[src/rtl/shift_add_multiplier_pkg.sv]
// Shared constants and helpers for the iterative shift-and-add multiplier.
// State encodings are fixed so that they stay visible on the ALU debug bus.
package shift_add_multiplier_pkg;

    localparam logic [1:0] MUL_IDLE = 2'b00;
    localparam logic [1:0] MUL_RUN  = 2'b01;
    localparam logic [1:0] MUL_DONE = 2'b10;

    function automatic int clog2(input int value);
        int r;
        r = 0;
        while ((1 << r) < value) r++;
        return r;
    endfunction

    // One-bit full-add cell; returns {carry, sum}.
    function automatic logic [1:0] full_add(input logic a, input logic b, input logic cin);
        return {(a & b) | (a & cin) | (b & cin), a ^ b ^ cin};
    endfunction

endpackage

[src/rtl/shift_add_multiplier_if.sv]
// Start/Busy/Done handshake and operand/result bus between the ALU decode and the multiplier.
// The master side is the ALU decode; the slave side is the multiplier.
interface shift_add_multiplier_if #(parameter int N = 32);

    logic           Start;
    logic [N-1:0]   Multiplicand;
    logic [N-1:0]   Multiplier;
    logic           Busy;
    logic           Done;
    logic [2*N-1:0] Product;

    modport master (
        output Start, Multiplicand, Multiplier,
        input  Busy, Done, Product
    );

    modport slave (
        input  Start, Multiplicand, Multiplier,
        output Busy, Done, Product
    );

endinterface

[src/rtl/shift_add_multiplier_add_stage.sv]
// N-bit ripple adder built from full-add cells; En gates the B operand to zero.
// This is the multiplier's only adder, shared by every step of an operation.
module shift_add_multiplier_add_stage
    import shift_add_multiplier_pkg::*;
#(
    parameter int N = 32
) (
    input  logic [N-1:0] A,
    input  logic [N-1:0] B,
    input  logic         En,
    output logic [N-1:0] Sum,
    output logic         Cout
);

    logic       carry;
    logic [1:0] fa;

    always_comb begin
        carry = 1'b0;
        fa    = 2'b00;
        Sum   = '0;
        for (int i = 0; i < N; i++) begin
            fa     = full_add(A[i], B[i] & En, carry);
            Sum[i] = fa[0];
            carry  = fa[1];
        end
        Cout = carry;
    end

endmodule

[src/rtl/shift_add_multiplier.sv]
// Iterative unsigned N x N -> 2N multiplier: one multiplier bit per cycle, N+1 cycles per result.
// Start is honoured only in IDLE or DONE; Product is registered and only updates on entry to DONE.
module shift_add_multiplier
    import shift_add_multiplier_pkg::*;
#(
    parameter int N = 32
) (
    input  logic                  Clock,
    input  logic                  Reset_n,
    shift_add_multiplier_if.slave bus
);

    localparam int CNT_W = clog2(N);

    logic [1:0]       state_q, state_d;
    logic [N:0]       acc_hi_q, acc_hi_d;
    logic [N-1:0]     acc_lo_q, acc_lo_d;
    logic [N-1:0]     mcand_q, mcand_d;
    logic [CNT_W-1:0] cnt_q, cnt_d;
    logic [2*N-1:0]   product_q, product_d;

    logic [N-1:0]     add_sum;
    logic             add_cout;
    logic             top_bit;
    logic             accept;
    logic             last_step;

    shift_add_multiplier_add_stage #(.N(N)) u_add_stage (
        .A    (acc_hi_q[N-1:0]),
        .B    (mcand_q),
        .En   (acc_lo_q[0]),
        .Sum  (add_sum),
        .Cout (add_cout)
    );

    assign accept    = ((state_q == MUL_IDLE) || (state_q == MUL_DONE)) && bus.Start;
    assign last_step = (state_q == MUL_RUN) && (cnt_q == CNT_W'(N - 1));
    // Acc_hi[N] and the adder carry are never both set, so OR gives the true sum MSB.
    assign top_bit   = add_cout | acc_hi_q[N];

    always_ff @(posedge Clock) begin
        if (!Reset_n) begin
            state_q   <= MUL_IDLE;
            acc_hi_q  <= '0;
            acc_lo_q  <= '0;
            mcand_q   <= '0;
            cnt_q     <= '0;
            product_q <= '0;
        end else begin
            state_q   <= state_d;
            acc_hi_q  <= acc_hi_d;
            acc_lo_q  <= acc_lo_d;
            mcand_q   <= mcand_d;
            cnt_q     <= cnt_d;
            product_q <= product_d;
        end
    end

    always_comb begin
        state_d = MUL_IDLE;
        case (state_q)
            MUL_IDLE: state_d = bus.Start ? MUL_RUN : MUL_IDLE;
            MUL_RUN:  state_d = last_step ? MUL_DONE : MUL_RUN;
            MUL_DONE: state_d = bus.Start ? MUL_RUN : MUL_IDLE;
            default:  state_d = MUL_IDLE;
        endcase
    end

    always_comb begin
        acc_hi_d  = acc_hi_q;
        acc_lo_d  = acc_lo_q;
        mcand_d   = mcand_q;
        cnt_d     = cnt_q;
        product_d = product_q;
        if (accept) begin
            acc_hi_d = '0;
            acc_lo_d = bus.Multiplier;
            mcand_d  = bus.Multiplicand;
            cnt_d    = '0;
        end else if (state_q == MUL_RUN) begin
            acc_hi_d = {1'b0, top_bit, add_sum[N-1:1]};
            acc_lo_d = {add_sum[0], acc_lo_q[N-1:1]};
            cnt_d    = last_step ? cnt_q : cnt_q + CNT_W'(1);
            if (last_step) begin
                product_d = {top_bit, add_sum, acc_lo_q[N-1:1]};
            end
        end
    end

    always_comb begin
        bus.Busy    = (state_q == MUL_RUN);
        bus.Done    = (state_q == MUL_DONE);
        bus.Product = product_q;
    end

endmodule

[src/flat_wrapper.sv]
// flat-port wrapper written by rule: the top's interface ports become plain ports
module shift_add_multiplier_flat import shift_add_multiplier_pkg::*;
#(
    parameter int N = 32
)
  (Clock, Reset_n, bus_Start, bus_Multiplicand, bus_Multiplier, bus_Busy, bus_Done, bus_Product);
  shift_add_multiplier_if #(.N(N)) bus_i ();
  input  logic Clock;
  input  logic Reset_n;
  input wire logic [$bits(bus_i.Start)-1:0] bus_Start;
  input wire logic [$bits(bus_i.Multiplicand)-1:0] bus_Multiplicand;
  input wire logic [$bits(bus_i.Multiplier)-1:0] bus_Multiplier;
  output wire logic [$bits(bus_i.Busy)-1:0] bus_Busy;
  output wire logic [$bits(bus_i.Done)-1:0] bus_Done;
  output wire logic [$bits(bus_i.Product)-1:0] bus_Product;
  assign bus_i.Start = bus_Start;
  assign bus_i.Multiplicand = bus_Multiplicand;
  assign bus_i.Multiplier = bus_Multiplier;
  assign bus_Busy = bus_i.Busy;
  assign bus_Done = bus_i.Done;
  assign bus_Product = bus_i.Product;
  shift_add_multiplier #(.N(N)) u_core (.Clock(Clock), .Reset_n(Reset_n), .bus(bus_i));
endmodule
[config.mk]
export PLATFORM = sky130hd
export DESIGN_NAME = shift_add_multiplier_flat
export DESIGN_NICKNAME = d
export VERILOG_FILES = /design/src/rtl/shift_add_multiplier_pkg.sv /design/src/rtl/shift_add_multiplier_if.sv /design/src/rtl/shift_add_multiplier_add_stage.sv /design/src/rtl/shift_add_multiplier.sv /design/src/flat_wrapper.sv
export SDC_FILE = /design/constraint.sdc
export NUM_CORES = 1
export LEC_CHECK = 0
export CAP_MARGIN = 20
export CORE_UTILIZATION = 55
export CTS_CLUSTER_SIZE = 30
export DETAILED_ROUTE_END_ITERATION = 7
export GPL_TIMING_DRIVEN = 0
export MAX_ROUTING_LAYER = met4
export PLACE_DENSITY_LB_ADDON = 0.15
export SKIP_CTS_REPAIR_TIMING = 1
export SLEW_MARGIN = 20
export SYNTH_ARGS = -nofsm -noshare
export SYNTH_HDL_FRONTEND = slang
export SYNTH_HIERARCHICAL = 1
export SYNTH_SLANG_ARGS = --single-unit
[constraint.sdc]
create_clock -name Clock -period 36.7 [get_ports Clock]
set_input_delay 7.34 -clock Clock [delete_from_list [all_inputs] [get_ports Clock]]
set_output_delay 7.34 -clock Clock [all_outputs]
set_load 0.02 [all_outputs]
==> summary.md <==
| Metric | Value |
|---|---|
| Run status | `finished clean` |
| CTS Buf Count | `17` |
| Number of synthesized register bits | `167` |
| Synth warn | `6` |
| Iteration-0 DRC Markers | `around 360` |
| Setup Skew | `around 0.008 ns` |
| Final cell count without fillers | `about 1100` |
| Endpoints failing setup | `0` |
| CTS tree | `built` |
| # diodes | `0` |
| Net Switching | `between 90 and 100 uW` |
| Worst Hold Path Cells | `2` |
| RR Endpoint | `u_core/bus.Product[62]` |
| Slew margin rel. | `64.8%` |
| Die width | `115 um` |
| Fin Setup TNS | `0 ns` |
| Seq pwr share | `between 40% and 50%` |
| Routed wire length | `approximately 17000 um` |
| PortBufs | `around 130` |
| DR pass1 iterations | `5` |
| Buffer and inverter count on the worst path | `5` |
| Worst path slowest cell | `fa_1` |
| I/O pin cnt | `around 130` |
| Placed insts | `1115` |
| Vias in the first global route | `5702` |
| RSZ-0062 raised after global routing | `false` |
| Pre-CTS WS | `22.86 ns` |
| Synth Area in XOR/XNOR | `0.247%` |
| Die Area | `approximately 13000 sq um` |
| Die height | `~120 um` |
| Placed Area | `around 8600 sq um` |
| Switch share | `around 22%` |
| Compound-Gate Fraction of Synth Area | `between 10% and 20%` |
| Largest net degree at the start of global routing | `17` |
| Slew @ Worst Pin | `~0.53 ns` |
| Sequential share of the synthesized area | `47.2%` |
| Netlist cell types | `30` |
| Syn avg cell area | `8.74 sq um` |
| Worst EP arrival | `14.17 ns` |
| First-pass GRT wire length | `approximately 28000 um` |
| CP startpoint kind | `flip-flop` |
| Reg2reg setup slack | `22.87 ns` |
| Clk_lat worst skew | `0.42 ns` |
| Detail Placement HPWL | `about 12000 um` |
| HP Class | `flip-flop to flip-flop` |
| Synth top area share | `47.2%` |
| Layout cells sized above 1 | `6.78%` |
| Combinational family with the most area after synthesis | `simple AND/OR/NAND/NOR gates` |
| Delay of the slowest critical-path stage | `0.45 ns` |
| Synth Area in Adders | `slightly above 9%` |
| GPL Wtd Cong | `~0.8` |
| Gr usage total | `28.4%` |
| Largest cells by area after synthesis | `dfxtp_1 (47%), nand2_1 (14%), a21boi_0 (10%)` |
| Part of the power in combinational logic | `8.7%` |
| Simple-gate area share of the yosys netlist | `21.7%` |
| Per-cell routed wire length | `15.1 um` |
| Final #Nets | `approximately 1100` |
| Layout fillers | `between 900 and 1000` |
| Worst r2r src | `u_core/acc_lo_q[0]` |
| Post-route ant nets | `0` |
| Endpoints failing hold | `0` |
| Top delay family on crit path | `adder cells` |
| Syn Nets | `a little over 900` |
| DRC violations left | `0` |
| Synthesized cell area | `7080 sq um` |
| Maxcap violations | `0` |
| Final worst setup slack | `around 23 ns` |
| PD cells | `about 45 nW/um^2` |
| Worst vdd ir | `~0.034 mV` |
| Pins over their slew limit | `0` |
| HP Start | `u_core/mcand_q[25]` |
| Routed via count | `6098` |
| Reg area | `around 3300 sq um` |
| Int Power | `~320 uW` |
| Area of the core | `12600 sq um` |
| Multi-input logic area | `about 3400 sq um` |
| H-tree levels | `4` |
| Mapped Cells | `between 800 and 900` |
| Critical path class | `flip-flop to flip-flop` |
| Crit path max fanout | `10` |
| Final instance area | `9240 sq um` |
| Clock network power share | `roughly 45%` |
| Grt total ovfl | `0` |
| Via density per instance | `around 5.3` |
| CP required | `37.04 ns` |
| Area grow syn2layout | `30.5%` |
| Top cell by count, worst path | `fa_1` |
| Num Clock Sinks | `about 170` |
| WHS Endpoint | `u_core/mcand_q[25]` |
| Initial Util | `around 56%` |
| Final period util | `between 30% and 40%` |
| Clock slew at the register clock pins of the worst setup and hold paths | `roughly 0.060 ns` |
| Largest area contributor in the netlist | `dfxtp_1` |
| Layout Utilization | `about three quarters` |
| CTS Buffer Depth | `2` |
| Rows | `41` |
| Multiplexer share of the synthesized area | `0%` |
| FF-to-FF path depth | `39` |
| Leakage | `~3.4 nW` |
| Fmax | `0.0723 GHz` |
| Minimum clock period | `13.83 ns` |
| CP Capture Type | `flip-flop` |
| Clock root cell | `clkbuf_16` |
| Initial antenna violation count | `0` |
-- layout by cell type (no fill, tap or decap), types with 17 or more instances in the layout --
| cell | n |
|---|---|
| nand2_1 | 261 |
| dfxtp_1 | 167 |
| clkdlybuf4s50_1 | 132 |
| a21boi_0 | 96 |
| a21oi_1 | 35 |
| nor2_1 | 34 |
| buf_2 | 32 |
| o221ai_1 | 32 |
| nor3_1 | 32 |
| and2_1 | 31 |
| fa_1 | 31 |
| clkbuf_1 | 26 |
| clkbuf_16 | 17 |
-- area by class of cell --
cell class | count | area share [%]
plain buffers | 63 | 3.14
clock buffers | 22 | 5.13
clock inverters | 9 | 1.60
inverters | 9 | 0.366
multi-input cells | 572 | 37.0
flip-flops and latches | 167 | 36.2
well taps | 172 | 2.33
repair buffers | 132 | 14.3
-- sequential cells by signal, indices dropped and copies added (netlist names) --
name	count
u_core/bus.Product	64
u_core/state_q	2
u_core/cnt_q	5
u_core/acc_lo_q	32
u_core/acc_hi_q	32
u_core/mcand_q	32
-- routing by layer --
| metal | GRT usage, % | part of all wire (%) | vias up |
|---|---|---|---|
| met5 | - | 0 | - |
| li1 | - | - | 2979 |
| met4 | 8.40 | 1.2 | 0 |
| met2 | 46.3 | 50 | 179 |
| met3 | 6.49 | 5.7 | 19 |
| met1 | 35.1 | 43 | 2921 |
-- cells in the mapped netlist --
master / n
nand2b_1: 2
and3_1: 1
buf_1: 2
o221ai_1: 32
nand3b_1: 1
or4_1: 1
ha_1: 3
nor4bb_1: 1
buf_4: 3
dfxtp_1: 167
nor2b_1: 1
inv_1: 9
nor2_1: 34
o31ai_1: 1
clkbuf_2: 2
nand2_1: 261
and2_1: 31
clkbuf_1: 24
fa_1: 31
nor3b_1: 1
o21ai_0: 2
xnor2_1: 2
and2b_1: 1
a21oi_1: 35
a21boi_0: 96
and3b_1: 1
nor3_1: 32
o21a_1: 1
nand3_1: 1
buf_2: 32
-- kinds of logic after synthesis --
kind of cell / after synthesis
adder cells (fa/ha/maj): 34
buffers and inverters: 72
AND/OR/NAND/NOR: 369
AO/OA/AOI/OAI: 167
flip-flops: 167
XOR/XNOR: 2
-- worst register-to-register path, delay by kind of cell, from the launching register on --
kind	cells	cell delay [ns]
AOI/OAI and AO/OA	1	0.16
adders and majority gates	31	12.44
buffers and inverters	5	0.53
DFF	1	0.35
and+or+nand+nor	2	0.26
-- how the worst max path moves through the flow --
| stage | start | end | slack [ns] | cells after the start |
|---|---|---|---|---|
| floorplan | u_core/acc_lo_q[0] | u_core/bus.Product[62] | 23.47 | 39 |
| global placement | u_core/acc_lo_q[0] | u_core/bus.Product[62] | 22.96 | 39 |
| detailed placement | u_core/acc_lo_q[0] | u_core/bus.Product[62] | 22.86 | 39 |
| CTS | u_core/acc_lo_q[0] | u_core/bus.Product[62] | 22.81 | 39 |
| global route | u_core/acc_lo_q[0] | u_core/bus.Product[62] | 22.36 | 39 |
| finish | u_core/acc_lo_q[0] | u_core/bus.Product[62] | 22.87 | 39 |
-- per-stage QoR --
step | total power [mW] | hold WS (ns)
after floorplan | 0.216 | 0.436
after global placement | 0.231 | 0.445
after detailed placement | 0.231 | 0.450
after CTS | 0.417 | 0.459
after global routing | 0.430 | 0.478
final | 0.415 | 0.457
-- power groups by stage --
stage,registers (mW),logic (mW),clock network (mW)
after floorplan,0.195,0.0210,0
after global placement,0.196,0.0351,0
after detailed placement,0.196,0.0355,0
after CTS,0.192,0.0358,0.189
after global routing,0.193,0.0395,0.198
final,0.192,0.0360,0.187
Note: power is estimated with default switching activity, not from simulation.
